===== src/rtl/demux3_stream.sv =====
// rtl/demux3_stream.sv - one-word buffered 1:3 stream demux with per-port transfer counters
module demux3_stream #(
  parameter int WIDTH = 8
) (
  input  logic             clk,
  input  logic             reset,
  input  logic [WIDTH-1:0] d,
  input  logic [1:0]       s,
  input  logic             in_valid,
  output logic             in_ready,
  output logic [WIDTH-1:0] y0,
  output logic [WIDTH-1:0] y1,
  output logic [WIDTH-1:0] y2,
  output logic             v0,
  output logic             v1,
  output logic             v2,
  input  logic             r0,
  input  logic             r1,
  input  logic             r2,
  input  logic             cnt_clr,
  output logic [7:0]       cnt0,
  output logic [7:0]       cnt1,
  output logic [7:0]       cnt2
);

  typedef enum logic {EMPTY = 1'b0, FULL = 1'b1} state_t;

  state_t           state;
  logic [1:0]       dest;
  logic [WIDTH-1:0] data_q;

  logic       rsel;
  logic       xfer;
  logic       accept;
  logic [1:0] s_dec;

  // Select 10 and 11 both route to port 2.
  assign s_dec = s[1] ? 2'd2 : {1'b0, s[0]};

  // Ready of the port the held word is waiting on.
  always_comb begin
    rsel = r2;
    case (dest)
      2'd0:    rsel = r0;
      2'd1:    rsel = r1;
      default: rsel = r2;
    endcase
  end

  assign xfer     = (state == FULL) && rsel;
  assign in_ready = (state == EMPTY) || rsel;
  assign accept   = in_valid && in_ready;

  assign v0 = (state == FULL) && (dest == 2'd0);
  assign v1 = (state == FULL) && (dest == 2'd1);
  assign v2 = (state == FULL) && (dest == 2'd2);

  assign y0 = v0 ? data_q : '0;
  assign y1 = v1 ? data_q : '0;
  assign y2 = v2 ? data_q : '0;

  // Buffer state: a simultaneous drain and accept reloads, so the pipe sustains one word per cycle.
  always_ff @(posedge clk or posedge reset) begin
    if (reset) begin
      state  <= EMPTY;
      dest   <= 2'd0;
      data_q <= '0;
    end else if (accept) begin
      state  <= FULL;
      dest   <= s_dec;
      data_q <= d;
    end else if (xfer) begin
      state  <= EMPTY;
    end
  end

  // Saturating transfer counters; clear wins over a same-cycle increment.
  always_ff @(posedge clk or posedge reset) begin
    if (reset) begin
      cnt0 <= 8'd0;
      cnt1 <= 8'd0;
      cnt2 <= 8'd0;
    end else if (cnt_clr) begin
      cnt0 <= 8'd0;
      cnt1 <= 8'd0;
      cnt2 <= 8'd0;
    end else begin
      if (v0 && r0 && cnt0 != 8'hFF) cnt0 <= cnt0 + 8'd1;
      if (v1 && r1 && cnt1 != 8'hFF) cnt1 <= cnt1 + 8'd1;
      if (v2 && r2 && cnt2 != 8'hFF) cnt2 <= cnt2 + 8'd1;
    end
  end

endmodule


===== config.mk =====
export PLATFORM = sky130hd
export DESIGN_NAME = demux3_stream
export DESIGN_NICKNAME = d
export VERILOG_FILES = /design/src/rtl/demux3_stream.sv
export SDC_FILE = /design/constraint.sdc
export NUM_CORES = 1
export LEC_CHECK = 0
export CORE_UTILIZATION = 48
export DETAILED_ROUTE_END_ITERATION = 8
export HOLD_SLACK_MARGIN = 0.05
export PLACE_DENSITY = 0.85
export SLEW_MARGIN = 10
export SYNTH_ARGS = -nofsm -noshare
export SYNTH_HDL_FRONTEND = slang
export SYNTH_SLANG_ARGS = --single-unit

===== constraint.sdc =====
create_clock -name clk -period 3.5 [get_ports clk]
set_input_delay 0.875 -clock clk [delete_from_list [all_inputs] [get_ports clk]]
set_output_delay 0.875 -clock clk [all_outputs]
set_load 0.01 [all_outputs]

# Word level (Yosys, flattened, before mapping)
# Cells that the tools add are included.
[op_classes]
bitwise_logic = 1
muxes = 13
n_eq_ne = 5
n_addsub = 3
n_reduce_logical = 17
[op_table]
columns = ["op", "count"]
rows = [
  ["$mux 8", 9],
  ["$add 8x1->8 const B", 3],
  ["$ne 8x8->1 const B", 3],
  ["$logic_and 1x1->1", 11],
  ["$reduce_bool 2->1", 4],
  ["$eq 2x1->1 const B", 1],
  ["$eq 2x2->1 const B", 1],
  ["$logic_not 2->1", 1],
  ["$mux 1", 2],
  ["$mux 2", 1],
  ["$pmux 1 s2", 1],
  ["$logic_or 1x1->1", 1],
  ["$not 1->1", 1],
]
[totals]
register_bits = 35
inputBits = 17

# Depth between registers and ports, before layout
[depth]
depth_word = 6
mapped_depth = 6

# Worst setup path before layout
# OpenSTA, ideal clock, no wires.
[synth_path]
path_type = "input to output"
startpoint = "in r1"
endpoint = "out in_ready"
stages = 3
t_arrival_ps = 1359
required_time_ps = 2625
path_slack_ps = 1266
cell_sequence = "mux2_2 mux2i_1 nand2_1"
[synth_between]
elab_chain_len = 2
[synth_rtl]
columns = ["element", "line", "source"]
rows = [
  ["start, declared", "18", "input logic r1,"],
  ["$pmux 1 s2", "43", "case (dest)"],
  ["$logic_or 1x1->1", "51", "assign in_ready = (state == EMPTY) || rsel;"],
  ["end, declared", "10", "output logic in_ready,"],
]
# No other way between the ends.

# Final worst setup path
[layout_path]
startpoint = "in r0"
endpoint = "out in_ready"
[layout_between]
elab_chain_len = 2
[layout_rtl]
columns = ["element", "line", "source"]
rows = [
  ["start, declared", "17", "input logic r0,"],
  ["$pmux 1 s2", "43", ""],
  ["$logic_or 1x1->1", "51", ""],
]
# No other way between the ends.

==> flow_summary.ini <==
[logic_synthesis]
syn_area_um2 = 1910
synth.area.top_cells = dfrtp_1, and2_1, mux2_2
synth_edf_count = 0
syn_inst = 185
ys_ff_latch = 35
syn_avg_cell_area_um2 = 10.3
yosys.cell_types.count = 34
ys.flop_type = dfrtp_1
syn-num-nets = 205
synth-async-reset-ratio_pct = 100
yosys_warnings = 0
synth_top_area_share_pct = 45.8
yosysSeqAreaShare_pct = 45.8
yosysTopAreaCell = dfrtp_1

[clocking]
cts_buffers = 5
cts.sinks = 35
clkTransAtPathRegs_ps = 60
cts_root_buffer = clkbuf_8
tritoncts = done
post_cts_resized = 0
htreeDepth = 2
postCtsSetupBuffers = 0
hold_buffers = 0
clockBufferDepth = 2
clkLatencyLatePin_ps = 280

[timing]
worst_pin_slew_ps = 895
skew_ps = 6.03
setup_violations = 0
timing.final.hold_violations = 0
finalCriticalPeriod_ps = 3200
rsz0062_at_grt = false
fin_crit_sh_pct = 91.3
finalSetupTns_ps = 0
slew_violations = 0
max-slew-margin-rel_pct = 40.1
fmax_mhz = 313

[final_layout]
multiInputGateArea_um2 = 1000
final_nets = 276
drive_above_1_share_pct = 8.95
seq_area_um2 = 876
instances_no_fill = 305
fillers = 293
area_delta_synth_final_pct = 42.1
antennaDiodeCount = 0

[setup_path]
arrival_ps = 2320
crit_type = in -> out
crit_buf_inv = 2
cp-end-kind = output port
cpPeakStageDelay_ps = 490
path_cells = clkdlybuf4s50_1, mux2_2, mux2i_1, nand2_1, clkdlybuf4s50_1
crit_required_ps = 2620
cp-start-kind = input port
crit_family = buffers and inverters
crit_path_top_delay_cell = clkdlybuf4s50_1
crit_path_max_fanout = 2
crit_path_frequent_cell = clkdlybuf4s50_1

[route]
vias = 1669
route.detailed.drc = 0
drtPass1Iterations = 4
wl_per_cell_um = 14.0
routed_wl_um = 4270
drt_iter0_markers = 105
vias_per_cell = 5.47
ant_nets = 0

[power_and_ir_drop]
leakage_nw = 1.11
power_frac_comb_pct = 32.2
cell_internal_pwr_mw = 0.803
ir_drop_mv = 0.271
p_per_area_nw_per_um2 = 418
switching_share_pct = 29.3
p_sw_mw = 0.333
power_frac_seq_pct = 43.3
power_frac_clock_pct = 24.4

[floorplan]
die_area_um2 = 4240
io_pins = 69
die_w_um = 65.1
fp.coreArea_um2 = 3740
row_count = 22
initial_core_util_pct = 51.1
fp.dieH_um = 65.1

[placement]
portBuffers = 68
place_hpwl_um = 3050
place.gp.congestion = 0.783
placed_cells = 297

[flow_run]
maxCapViolations = 0

[global_route]
grt_overflow = 0
grt_pass1_vias = 1571
grt_antenna_before_repair = 0
grt_pass1_wl_um = 7160
grt_max_degree = 36
grt_usage_pct = 22.0

[hold_path]
hold_class = reg -> reg

[status]
status = finished clean
[final cells by class]
type / instances / area share, %
clock buffer: 7 / 2.81
clock inverter: 1 / 0.184
inverter: 1 / 0.138
multi-input combinational: 143 / 36.8
sequential: 35 / 32.2
tap: 48 / 2.21
timing repair buffer: 70 / 25.6
[cells in the final DEF (no fill, tap or decap), drive strengths merged]
cell type,n
clkdlybuf4s50,68
dfrtp,35
and2,25
nor2,19
xor2,10
mux2,10
nand2,7
a21oi,7
clkbuf,7
mux2i,6
nand4,6
nand3,6
nand2b,5
o21ai,5
o31ai,4
or4,4
and3,3
o2111ai,3
nand4b,3
o211ai,3
ha,3
or3,3
o21bai,2
and3b,2
nor3,2
buf,2
o221ai,1
and4bb,1
a211oi,1
inv,1
nor4bb,1
a31oi,1
clkinv,1
[through the flow]
step / utilization (%) / area [um^2] / setup WS (ps) / hold WS, ps / power [mW]
floorplan: - / 1910 / 1270 / 484 / 0.683
global placement: 70.4 / 2640 / 299 / 519 / 0.860
detailed placement: 70.4 / 2640 / 301 / 526 / 0.871
CTS: 72.6 / 2720 / 289 / 541 / 1.15
global route: 72.6 / 2720 / 209 / 567 / 1.20
finish: 72.6 / 2720 / 303 / 532 / 1.14
[final timing paths]
check / from / endpoint / slack, ps / cells past startpoint
max: r0 / in_ready / 300 / 5
min in group asynchronous: reset / cnt0[1]$_DFFE_PP0P_ / 980 / 3
min reg2reg: data_q[5]$_DFFE_PP0P_ / data_q[5]$_DFFE_PP0P_ / 530 / 1
max reg2reg: cnt2[0]$_DFFE_PP0P_ / cnt2[5]$_DFFE_PP0P_ / 1750 / 5
min: data_q[5]$_DFFE_PP0P_ / data_q[5]$_DFFE_PP0P_ / 530 / 1
max in group asynchronous: reset / data_q[5]$_DFFE_PP0P_ / 2200 / 3
[flip-flops by register name, summed over array words and instances, names as in the netlist]
register and flops:
data_q 8, cnt2 8, state 1, cnt1 8, cnt0 8, dest 2
[power groups by stage]
stage | sequential [mW] | combinational (mW) | clock [mW]
2_1_floorplan | 0.484 | 0.199 | 0
3_3_place_gp | 0.497 | 0.363 | 0
3_5_place_dp | 0.500 | 0.371 | 0
4_1_cts | 0.493 | 0.373 | 0.282
5_1_grt | 0.501 | 0.396 | 0.302
6_report | 0.492 | 0.366 | 0.277
[kinds of logic after synthesis]
family	share of synthesized area [%]
buffers and inverters	1.83
XOR/XNOR	4.58
AND/OR/NAND/NOR	26.4
AO/OA/AOI/OAI	10.4
multiplexers	9.03
adder cells (fa/ha/maj)	1.96
flip-flops	45.8
[metal layers]
layer / GRT usage [%] / up-vias / share of wire (%)
li1: - / 810 / -
met1: 27.6 / 799 / 44
met2: 37.6 / 54 / 49
met3: 5.56 / 6 / 6.0
met4: 5.71 / 0 / 0.80
met5: 0 / - / 0
[Yosys cell counts (2+ instances only)]
cell       number
o21bai_4        2
dfrtp_1        35
mux2i_1         6
o31ai_1         4
o21ai_0         5
nor2_1         19
nand4_1         6
nor3_1          2
mux2_2          9
nand3_1         6
o2111ai_1       3
nand2b_1        5
a21oi_1         7
clkbuf_1        4
and3b_2         2
o211ai_1        3
and3_1          3
or4_1           4
nand2_1         7
and2_1         25
nand4b_1        3
or3_1           2
xor2_1         10
ha_1            3
Note: power is estimated with default switching activity, not from simulation.
